File: config.mk
export PLATFORM = sky130hd
export DESIGN_NAME = pwm1_regs
export DESIGN_NICKNAME = d
export VERILOG_FILES = /design/src/rtl/pwm1_regs.sv
export SDC_FILE = /design/constraint.sdc
export NUM_CORES = 1
export LEC_CHECK = 0
export ABC_AREA = 0
export CORE_MARGIN = 3
export CORE_UTILIZATION = 55
export DETAILED_ROUTE_END_ITERATION = 12
export PLACE_DENSITY = 0.8
export SLEW_MARGIN = 30
export SYNTH_ARGS = -nofsm -noshare
export SYNTH_HDL_FRONTEND = slang
export SYNTH_SLANG_ARGS = --single-unit
File: constraint.sdc
create_clock -name clk_i -period 4.45 [get_ports clk_i]
set_input_delay 0.6675 -clock clk_i [delete_from_list [all_inputs] [get_ports clk_i]]
set_output_delay 0.6675 -clock clk_i [all_outputs]
set_load 0.01 [all_outputs]
File: src/rtl/pwm1_regs.sv
// pwm1_regs -- register front end for the PWM1 generator.
//
// Single-beat bus reads and writes land in a shadow register set. A COMMIT
// (CTRL bit0) arms a transfer of the whole shadow set into the active
// outputs. The transfer happens only on a PWM period boundary, or at once
// while the generator is off. The generator therefore never runs a period
// with a mix of old and new settings.
//
// Ports
//   clk_i, rst_i          clock; synchronous active-high reset
//   cmd_valid_i/ready_o   command handshake
//   cmd_we_i              1 = write, 0 = read
//   cmd_addr_i            byte address inside the register window
//   cmd_wdata_i/wstrb_i   write data and byte enables
//   rsp_valid_o/ready_i   response handshake
//   rsp_rdata_o           read data (0 for writes and errors)
//   rsp_err_o             access error
//   pwm1_*_o              active configuration driving the generator
//
// Register map (byte offsets)
//   0x00 MODE[1:0]  0x04 PERIOD  0x08 THRESH1  0x0C THRESH2  0x10 STEP[11:0]
//   0x14 CTRL  write: bit0 commit, bit1 clear cfg_err
//              read:  bit0 pending, bit1 cfg_err
module pwm1_regs #(
    parameter int          ADDR_W     = 5,
    parameter logic [31:0] PERIOD_RST = 32'd1
) (
    input  logic              clk_i,
    input  logic              rst_i,
    input  logic              cmd_valid_i,
    output logic              cmd_ready_o,
    input  logic              cmd_we_i,
    input  logic [ADDR_W-1:0] cmd_addr_i,
    input  logic [31:0]       cmd_wdata_i,
    input  logic [3:0]        cmd_wstrb_i,
    output logic              rsp_valid_o,
    input  logic              rsp_ready_i,
    output logic [31:0]       rsp_rdata_o,
    output logic              rsp_err_o,
    output logic [1:0]        pwm1_mode_o,
    output logic [31:0]       pwm1_period_o,
    output logic [31:0]       pwm1_threshold1_o,
    output logic [31:0]       pwm1_threshold2_o,
    output logic [11:0]       pwm1_step_o
);

    typedef enum logic {IDLE, RESP} state_t;

    localparam logic [2:0] IDX_MODE   = 3'd0;
    localparam logic [2:0] IDX_PERIOD = 3'd1;
    localparam logic [2:0] IDX_THR1   = 3'd2;
    localparam logic [2:0] IDX_THR2   = 3'd3;
    localparam logic [2:0] IDX_STEP   = 3'd4;
    localparam logic [2:0] IDX_CTRL   = 3'd5;

    state_t      state;

    logic [1:0]  sh_mode;
    logic [31:0] sh_period;
    logic [31:0] sh_thr1;
    logic [31:0] sh_thr2;
    logic [11:0] sh_step;

    logic        pending;
    logic        cfg_err;
    logic [31:0] cnt;

    // Byte-lane merge of write data into the current register contents.
    function automatic logic [31:0] merge_bytes(input logic [31:0] cur,
                                                input logic [31:0] wdata,
                                                input logic [3:0]  strb);
        logic [31:0] res;
        res = cur;
        for (int b = 0; b < 4; b++) begin
            if (strb[b]) res[8*b +: 8] = wdata[8*b +: 8];
        end
        return res;
    endfunction

    logic [31:0] addr_ext;
    logic [2:0]  reg_idx;
    logic        bad_addr;
    logic        accept;
    logic [31:0] rd_val;
    logic [31:0] new_word;
    logic        acc_err;
    logic        wr_ok;
    logic        commit_req;
    logic        reject;
    logic        clr_err;
    logic        boundary;
    logic        apply;

    assign addr_ext = 32'(cmd_addr_i);
    assign reg_idx  = addr_ext[4:2];
    assign bad_addr = (addr_ext[1:0] != 2'b00) || (addr_ext > 32'h14);
    assign accept   = cmd_valid_i && cmd_ready_o;

    // Boundary is the last count of the active period; active period is never 0.
    assign boundary = (cnt == pwm1_period_o - 32'd1);
    assign apply    = pending && ((pwm1_mode_o == 2'd0) || boundary);

    always_comb begin
        // NOTE: every signal gets a default first so no path leaves it unassigned and infers a latch.
        rd_val     = '0;
        acc_err    = 1'b0;
        wr_ok      = 1'b0;
        commit_req = 1'b0;
        reject     = 1'b0;
        clr_err    = 1'b0;

        if (!bad_addr) begin
            case (reg_idx)
                IDX_MODE:   rd_val = {30'd0, sh_mode};
                IDX_PERIOD: rd_val = sh_period;
                IDX_THR1:   rd_val = sh_thr1;
                IDX_THR2:   rd_val = sh_thr2;
                IDX_STEP:   rd_val = {20'd0, sh_step};
                IDX_CTRL:   rd_val = {30'd0, cfg_err, pending};
                default:    rd_val = '0;
            endcase
        end

        // Writes merge into the zero-extended shadow value, so bits beyond a
        // register's width simply fall away when the result is stored.
        new_word = merge_bytes(rd_val, cmd_wdata_i, cmd_wstrb_i);

        acc_err = bad_addr ||
                  (cmd_we_i && (reg_idx == IDX_PERIOD) && (new_word == 32'd0));

        wr_ok = accept && cmd_we_i && !acc_err;

        if (wr_ok && (reg_idx == IDX_CTRL) && cmd_wstrb_i[0]) begin
            commit_req = cmd_wdata_i[0];
            clr_err    = cmd_wdata_i[1];
        end

        // Validation looks at the staged values as they stand at the commit.
        reject = commit_req && (sh_mode == 2'd2) && (sh_thr2 < sh_thr1);
    end

    // Bus handshake FSM with registered response outputs.
    always_ff @(posedge clk_i) begin
        if (rst_i) begin
            state       <= IDLE;
            cmd_ready_o <= 1'b1;
            rsp_valid_o <= 1'b0;
            rsp_rdata_o <= '0;
            rsp_err_o   <= 1'b0;
        end else begin
            case (state)
                IDLE: begin
                    if (accept) begin
                        state       <= RESP;
                        cmd_ready_o <= 1'b0;
                        rsp_valid_o <= 1'b1;
                        rsp_err_o   <= acc_err;
                        rsp_rdata_o <= (cmd_we_i || acc_err) ? 32'd0 : rd_val;
                    end
                end
                RESP: begin
                    if (rsp_ready_i) begin
                        state       <= IDLE;
                        cmd_ready_o <= 1'b1;
                        rsp_valid_o <= 1'b0;
                        rsp_rdata_o <= '0;
                        rsp_err_o   <= 1'b0;
                    end
                end
                default: begin
                    state       <= IDLE;
                    cmd_ready_o <= 1'b1;
                    rsp_valid_o <= 1'b0;
                end
            endcase
        end
    end

    // Shadow registers, commit control, period counter and active set.
    always_ff @(posedge clk_i) begin
        if (rst_i) begin
            sh_mode           <= '0;
            sh_period         <= PERIOD_RST;
            sh_thr1           <= '0;
            sh_thr2           <= '0;
            sh_step           <= '0;
            pending           <= 1'b0;
            cfg_err           <= 1'b0;
            cnt               <= '0;
            pwm1_mode_o       <= '0;
            pwm1_period_o     <= PERIOD_RST;
            pwm1_threshold1_o <= '0;
            pwm1_threshold2_o <= '0;
            pwm1_step_o       <= '0;
        end else begin
            if (wr_ok) begin
                case (reg_idx)
                    IDX_MODE:   sh_mode   <= new_word[1:0];
                    IDX_PERIOD: sh_period <= new_word;
                    IDX_THR1:   sh_thr1   <= new_word;
                    IDX_THR2:   sh_thr2   <= new_word;
                    IDX_STEP:   sh_step   <= new_word[11:0];
                    default:    ;
                endcase
            end

            // The apply edge transfers the shadow values as they were before
            // any write accepted on that same edge.
            if (apply) begin
                pwm1_mode_o       <= sh_mode;
                pwm1_period_o     <= sh_period;
                pwm1_threshold1_o <= sh_thr1;
                pwm1_threshold2_o <= sh_thr2;
                pwm1_step_o       <= sh_step;
                cnt               <= '0;
            end else if (pwm1_mode_o == 2'd0 || boundary) begin
                cnt <= '0;
            end else begin
                cnt <= cnt + 32'd1;
            end

            // A commit landing on the apply edge re-arms; the repeat transfer is harmless.
            if (apply)                   pending <= 1'b0;
            if (commit_req && !reject)   pending <= 1'b1;

            // A rejection wins over a clear carried in the same write.
            if (reject)       cfg_err <= 1'b1;
            else if (clr_err) cfg_err <= 1'b0;
        end
    end

endmodule

Word level (Yosys, flattened, before mapping)
Index checks and enable logic that the tools add are counted.
- output and inout bits: 145
- register bits: 290
- input bits: 46
- eq/ne operators: 9
- add/subtract/negate cells: 2
- order comparisons: 2
- mux-type cells: 27
- bitwise operators: 1
- reduce and logical (&&, ||, !) cells: 30
- operators with widths (operator ; number):
    $pmux W32 S6 ; 1
    $mux W32 ; 4
    $pmux W32 S2 ; 1
    $add A32 B1 Y32 const B ; 1
    $eq A32 B32 Y1 ; 1
    $logic_not A32 Y1 ; 1
    $lt A32 B32 Y1 ; 1
    $mux W8 ; 4
    $sub A32 B1 Y32 const B ; 1
    $mux W1 ; 13
    $reduce_and A2 Y1 ; 6
    $logic_and A1 B1 Y1 ; 11
    $pmux W1 S2 ; 4
    $eq A3 B2 Y1 const B ; 2
    $eq A3 B3 Y1 const B ; 2
    $reduce_bool A2 Y1 ; 3
    $gt A5 B5 Y1 const B ; 1
    $logic_or A1 B1 Y1 ; 4
    $ne A2 B2 Y1 const B ; 2
    $eq A3 B1 Y1 const B ; 1
    $logic_not A3 Y1 ; 1
    $reduce_or A3 Y1 ; 1
    $eq A2 B2 Y1 const B ; 1
    $logic_not A1 Y1 ; 2
    2 further kinds ; 2

Longest topological paths before layout
Gate-level depths: netlist of run 1.
- word-level depth: 17
- depth in mapped cells: 16

Worst setup path after synthesis of run 1
No wires, ideal clock.
- path kind: input to register
- from: in cmd_addr_i[3]
- to: reg sh_period[23]
- path buffers: 4
- stages on the path: 11
- arrival: 3.242 ns
- setup slack: 1.135 ns
- cell sequence: buf_2 buf_2 nor2b_1 buf_2 a22oi_1 o21ai_0 a22oi_1 and4_1 a31oi_1 clkbuf_1 mux2i_1
- word-level cells in the longest chain between the ends: 10
- elaborated cells on any way between the ends: 21
- RTL lines (element ; RTL line ; text):
    start, declared ; 33 ; input logic [ADDR_W-1:0] cmd_addr_i,
    $gt A5 B5 Y1, or another cell as far along ; 96 ; assign bad_addr = (addr_ext[1:0] != 2'b00) || (addr_ext > 32'h14);
    $logic_or A1 B1 Y1 or $pmux W32 S6 (tied branches) ; 96, 113 ;
    $mux W32 ; 112 ; if (!bad_addr) begin
    $mux W8 ; 75 ; if (strb[b]) res[8*b +: 8] = wdata[8*b +: 8];
    $logic_not A32 Y1 ; 129 ; (cmd_we_i && (reg_idx == IDX_PERIOD) && (new_word == 32'd0));
    $logic_and A1 B1 Y1 ; 129 ;
    $logic_or A1 B1 Y1 ; 128 ; acc_err = bad_addr ||
    $logic_not A1 Y1 ; 131 ; wr_ok = accept && cmd_we_i && !acc_err;
    $logic_and A1 B1 Y1 ; 131 ;
    $reduce_and A2 Y1 (no line) ; n/a ;
    end signal, assigned ; 199 ; IDX_PERIOD: sh_period <= new_word;
    end, declared ; 59 ; logic [31:0] sh_period;
Several ways; a longest one is shown, not always the timed one.
A chain may end at the register's enable or synchronous reset.

Worst setup path in the final report of run 1
- from: reg pwm1_period_o[0]
- to: reg pwm1_period_o[0]
- word-level cells in the longest chain between the ends: 4
- RTL lines (element ; RTL line ; text):
    start, declared ; 41 ; output logic [31:0] pwm1_period_o,
    start signal, assigned ; 211 ; pwm1_period_o <= sh_period;
    $sub A32 B1 Y32 ; 100 ; assign boundary = (cnt == pwm1_period_o - 32'd1);
    $eq A32 B32 Y1 ; 100 ;
    $logic_or A1 B1 Y1 ; 101 ; assign apply = pending && ((pwm1_mode_o == 2'd0) || boundary);
    $logic_and A1 B1 Y1 ; 101 ;
Every way passes these cells.

==> reports/results.txt, run 1 <==
Syn Area/Cell: 8.764 um2
Placed Cells: 2009
Run status: finished clean
Count of final setup violators: 0
P&R area growth vs syn: 25.80%
Global route overflow: 0
R2R setup slack: 0.65 ns
Critical path class: flop to flop
Max Fclk: 263.5 MHz
Total CTS buffers: 29
Antenna violations before repair: 0
Worst-Skew Late Latency: 0.56 ns
Total number of vias: 12563
Max H-tree Level: 1
Seq/Total Area, Yosys: 0.4265
Die height: 163.3 um
Crit path max fanout: 18
Crit end category: flop
TritonCTS Sinks: 290
Worst-case clock skew: 0.02227 ns
Vias per Instance: 6.090
Slowest stage delay, CP: 0.59 ns
Die Span X: 163.3 um
First-pass GRT wire length: 66760 um
Post-layout util: 0.7166
Synth area leaders: dfxtp_1, nor2_1, mux2i_1, a211oi_1, a22oi_1
RSZ-0062 raised after global routing: no
Ys async rst share: 0
Prevailing post-synth register cell: dfxtp_1
Syn Nets: 1632
Residual DRC: 0
Sum Neg Setup Slack: 0 ns
Slew Viols, Final: 0
Largest net degree at the start of global routing: 97
Vias in the first global route: 11944
PostCTS Resize Cnt: 0
CTS tree: built
Port bufs: 190
Initial drt markers: 1352
GPL Wtd Cong: 0.9887
Std cell rows: 56
Cell family with most CP delay: simple AND/OR/NAND/NOR gates
Synthesized area: 0.01361 mm2
Worst Hold Class: input pin to flop
Final Cycle Share: 0.8529
Total die area: 0.02667 mm2
Max cap viols: 0
Total Wirelength: 42550 um
IO Pins: 191
EDFF count, synth: 0
Drt pass-1 iters: 6
CP arrival: 4.21 ns
Dpl hpwl: 30890 um
Area share of the largest cell type after synthesis: 0.4265
Clk Tree Root Cell: clkbuf_16
Core area: 0.02389 mm2
Mapped Cells: 1553
Crit path launch type: flop
CTS Hold Bufs: 0
Wire per inst: 20.62 um
Ratio of cells with drive above 1 in the final layout: 0.09289
Worst slew pin tran: 0.9151 ns
Finished layout cell area: 0.01712 mm2
VDD IR max: 0.2976 mV
Slew margin rel.: 0.3877
Tot GR Track Use: 0.3137
Post-CTS Setup Bufs: 0
Leak Pwr: 6.766 nW
Final hold vios: 0
Tmin final: 3.795 ns
Final layout net count: 1800
CP cell instances: inv_1, ha_1, buf_4, or4b_2, nor4_1, xnor2_1, nor4_1, nand4_1, nor4_2, buf_4, a31oi_4, buf_12, buf_12, nor3_1, a31oi_1
#FFs+latches synth: 290
Biggest area consumer among synthesized cells: dfxtp_1
CP max stage cell: or4b_2
Dpl cell area: 0.01601 mm2
Power Dens Cells: 331.1 mW/mm2
Initial Util: 0.5696
Fin cells: 2063
Clk buf depth: 3
Worst-path clk slew: 0.06 ns
Synth warn: 0
Post-route ant nets: 0
Worst path buffer plus inverter count: 5
WP data required: 4.86 ns
Cell variety after synth: 58
Total chip power: 5.669 mW
ANT cells: 0
[flip-flops by register name, summed over array words and instances (netlist names)]
signal             cells
sh_mode                2
cnt                   32
pwm1_mode_o            2
rsp_err_o              1
sh_thr2               32
rsp_rdata_o           32
cfg_err                1
pending                1
cmd_ready_o            1
sh_step               12
pwm1_period_o         32
rsp_valid_o            1
pwm1_threshold2_o     32
sh_period             32
sh_thr1               32
pwm1_step_o           12
state                  1
pwm1_threshold1_o     32
[cell type report]
type / instances / area, um2
multi-input combinational: 1106 / 7209
fill: 1823 / 6771
sequential: 290 / 5806
timing repair buffer: 249 / 2432
clock buffer: 33 / 770.7
tap: 319 / 399.1
clock inverter: 21 / 335.3
inverter: 45 / 168.9
[worst reg2reg max path, cell delays in order (launching register included)]
cell and delay (ns):
dfxtp_1 0.39, inv_1 0.11, ha_1 0.18, buf_4 0.16, or4b_2 0.59, nor4_1 0.24, xnor2_1 0.11, nor4_1 0.43
nand4_1 0.18, nor4_2 0.31, buf_4 0.20, a31oi_4 0.09, buf_12 0.20, buf_12 0.17, nor3_1 0.24, a31oi_1 0.08
[cell families (layout without fill, tap and decap cells)]
family,after synthesis,after routing,share of synthesized area
adder cells (fa/ha/maj),33,33,0.03034
AND/OR/NAND/NOR,548,548,0.1851
flip-flops,290,290,0.4265
multiplexers,141,141,0.1065
buffers and inverters,157,348,0.04642
AO/OA/AOI/OAI,318,318,0.1626
XOR/XNOR,66,66,0.04247
[Yosys cell counts (8+ instances only)]
library cell  number
a211oi_1          84
a21oi_1           25
a22o_1            18
a22oi_1           73
a31oi_1            8
and3_1            16
buf_1             12
buf_2             22
clkbuf_1          76
dfxtp_1          290
ha_1              33
inv_1             45
mux2_2            30
mux2i_1          111
nand2_1           60
nand3_1           48
nand4_1           22
nor2_1           298
nor2b_1           14
nor3_1            24
nor4_1            11
o21ai_0           61
or3_1             10
or4_1             12
xnor2_1           40
xor2_1            26
[placed cells by master, fill, tap and decap left out, types with 26 or more instances in the layout]
master and count:
a211oi_1 84, a22oi_1 73, buf_4 51, clkbuf_16 29
clkdlybuf4s50_1 188, dfxtp_1 290, ha_1 33, inv_1 45
mux2_2 30, mux2i_1 111, nand2_1 60, nand3_1 48
nor2_1 298, o21ai_0 61, xnor2_1 40, xor2_1 26
[metal layers]
metal  share of wire  up-vias  global-route usage  wire (um)
li1                -     5876                   -          -
met1            0.43     5954              0.4420      18270
met2            0.45      643              0.4888      19000
met3           0.094       90             0.06264       3988
met4           0.030        0             0.09343       1281
met5               0        -                   0          0
[power breakdown]
part           switching [mW]  internal, mW
combinational           0.165        0.0906
sequential            0.00887          2.60
clock                    1.08          1.72
[stage by stage]
step	hold slack, ns	worst slack (ns)
after CTS	0.4505	0.6922
after detailed placement	0.4774	0.5048
after global placement	0.4566	0.5487
final	0.4615	0.6545
after floorplan	0.4411	1.135
after global routing	0.4719	0.4396
[final timing paths]
check             depth (start not counted)                            endpoint                               start
setup / recovery                         15       pwm1_period_o[0]$_SDFFE_PP1P_       pwm1_period_o[0]$_SDFFE_PP1P_
hold reg to reg                           2  pwm1_threshold2_o[27]$_SDFFE_PP0P_  pwm1_threshold2_o[27]$_SDFFE_PP0P_
hold / removal                            2  pwm1_threshold1_o[25]$_SDFFE_PP0P_                               rst_i
setup reg to reg                         15       pwm1_period_o[0]$_SDFFE_PP1P_       pwm1_period_o[0]$_SDFFE_PP1P_
Power figures use the tool's default switching activity.
==> inputs of run 2 (changes only) <==
--- a/config.mk
+++ b/config.mk
@@ -7,9 +7,8 @@
 export LEC_CHECK = 0
 export ABC_AREA = 0
 export CORE_MARGIN = 3
-export CORE_UTILIZATION = 55
+export CORE_UTILIZATION = 40
 export DETAILED_ROUTE_END_ITERATION = 12
-export PLACE_DENSITY = 0.8
 export SLEW_MARGIN = 30
 export SYNTH_ARGS = -nofsm -noshare
 export SYNTH_HDL_FRONTEND = slang
==> reports/results.txt, run 2 (synthesis results as in run 1) <==
Run status: finished clean
WP data required: 4.83 ns
Count of final setup violators: 0
R2R Path End: pwm1_threshold1_o[2]$_SDFFE_PP0P_
Total CTS buffers: 34
Pint: 4.394 mW
IO Pins: 191
Clk buf depth: 3
Wire per inst: 20.47 um
CTS Hold Bufs: 0
Crit path from: pwm1_period_o[0]$_SDFFE_PP1P_
Crit end category: flop
Global route overflow: 0
Clock power share: 0.496
Initial drt markers: 1012
Ratio of cells with drive above 1 in the final layout: 0.07831
Sequential power share: 0.459
Tmin final: 4.141 ns
R2R setup slack: 0.31 ns
Die Span X: 190.5 um
Leak Pwr: 6.633 nW
Final Cycle Share: 0.9306
P_sw: 1.303 mW
TritonCTS Sinks: 290
Worst Hold Class: flop to flop
Dpl hpwl: 32720 um
GPL Wtd Cong: 0.9382
Power Dens Cells: 333.6 mW/mm2
Initial Util: 0.4120
ANT cells: 0
RSZ-0062 raised after global routing: no
Largest net degree at the start of global routing: 84
Final layout net count: 1778
P&R area growth vs syn: 25.45%
Crit path launch type: flop
Die height: 190.5 um
Worst-Skew Late Latency: 0.52 ns
Post-CTS Setup Bufs: 0
Crit path to: pwm1_threshold1_o[2]$_SDFFE_PP0P_
Max Fclk: 241.5 MHz
Clk Tree Root Cell: clkbuf_16
Crit path max fanout: 45
Vias per Instance: 5.587
Total Wirelength: 44340 um
Residual DRC: 0
Antenna violations before repair: 1
Max cap viols: 0
Critical path class: flop to flop
Worst hold slack: 0.4822 ns
Worst-path clk slew: 0.06 ns
First-pass GRT wire length: 68370 um
Total number of vias: 12102
R2R depth: 13
Net Sw Frac: 0.2287
Worst slew pin tran: 0.9335 ns
Most frequent cells in the layout: nor2_1, dfxtp_1, clkdlybuf4s50_1, mux2i_1, a211oi_1
Port bufs: 190
Total die area: 0.03628 mm2
Max H-tree Level: 2
PostCTS Resize Cnt: 0
Drt pass-1 iters: 5
Sum Neg Setup Slack: 0 ns
Slew Viols, Final: 0
Worst-case clock skew: 0.01869 ns
Std cell rows: 66
Slew margin rel.: 0.3777
Core area: 0.03303 mm2
CP arrival: 4.52 ns
CTS tree: built
FILL cells: 3097
Tot GR Track Use: 0.2392
Vias in the first global route: 11476
Combinational Power Share: 0.045
FF-to-FF Start: pwm1_period_o[0]$_SDFFE_PP1P_
Commonest non-fill, non-tap cell in the layout: nor2_1
Final hold vios: 0
Post-route ant nets: 0
VDD IR max: 0.2504 mV
[run 2: cell types whose count changed in the layout (fill, tap and decap cells not counted), sizes merged]
cell and change:
buf -26, inv -2, clkdlybuf4s50 -1, clkinvlp -2, bufinv -5, clkbuf +16
[run 2: power groups by stage]
stage                     clock network (mW)  logic, mW  registers (mW)
final                                   2.82      0.259            2.61
after global routing                    2.99      0.273            2.61
after CTS                               2.88      0.253            2.61
after detailed placement                   0      0.253            2.67
after global placement                     0      0.253            2.67
after floorplan                            0      0.131            2.67
[run 2: worst max-delay path, stage by stage (launching register included)]
cell,delay (ns)
dfxtp_1,0.41
inv_1,0.12
ha_1,0.36
or3b_2,0.58
nor3_2,0.36
a21oi_1,0.12
a2111oi_0,0.48
nand4_1,0.19
nor4_2,0.38
buf_4,0.20
a31oi_4,0.09
buf_4,0.35
mux2i_1,0.25
nor2_1,0.05
[run 2: worst min-delay path by stage]
stage	slack, ns	to	cells after the start	from
6_report	0.48	cnt[0]$_SDFF_PP0_	1	cnt[0]$_SDFF_PP0_
5_1_grt	0.51	cnt[0]$_SDFF_PP0_	1	cnt[0]$_SDFF_PP0_
4_1_cts	0.49	cnt[0]$_SDFF_PP0_	1	cnt[0]$_SDFF_PP0_
3_5_place_dp	0.48	cnt[0]$_SDFF_PP0_	1	cnt[0]$_SDFF_PP0_
3_3_place_gp	0.46	cnt[0]$_SDFF_PP0_	1	cnt[0]$_SDFF_PP0_
2_1_floorplan	0.44	cnt[0]$_SDFF_PP0_	1	cnt[0]$_SDFF_PP0_
[run 2: metrics by stage]
| step | setup WS [ns] | utilization | std cells | power (mW) | cell area, um2 |
|---|---|---|---|---|---|
| finish | 0.3088 | 0.5169 | 2166 | 5.696 | 17080 |
| detailed placement | 0.3935 | 0.4826 | 2105 | 2.923 | 15940 |
| global placement | 0.4154 | 0.4825 | 2105 | 2.923 | 15940 |
| CTS | 0.4620 | 0.5169 | 2166 | 5.743 | 17080 |
| floorplan | 1.135 | - | 1553 | 2.798 | 13610 |
| global route | 0.03500 | 0.5169 | 2166 | 5.872 | 17080 |
[run 2: cell type report]
type,count,area [um2],share of cell area
inverter,45,168.9,0.009892
multi-input combinational,1106,7217,0.4227
clock inverter,12,166.4,0.009746
timing repair buffer,222,2196,0.1286
tap,442,553.0,0.03239
clock buffer,49,968.4,0.05672
sequential,290,5806,0.3400
[run 2: metal layers]
metal	track usage	share of wire	up-vias
met5	0	0	-
met4	0.07959	0.029	0
met3	0.04173	0.078	77
met2	0.3666	0.43	491
met1	0.3415	0.46	5707
li1	-	-	5827
==> inputs of run 3 (changes only) <==
--- a/config.mk
+++ b/config.mk
@@ -6,6 +6,7 @@
 export NUM_CORES = 1
 export LEC_CHECK = 0
 export ABC_AREA = 0
+export ABC_CLOCK_PERIOD_IN_PS = 4450
 export CORE_MARGIN = 3
 export CORE_UTILIZATION = 40
 export DETAILED_ROUTE_END_ITERATION = 12
==> results of run 3 <==
Final layout, timing and power as in run 2 (identical DEF).
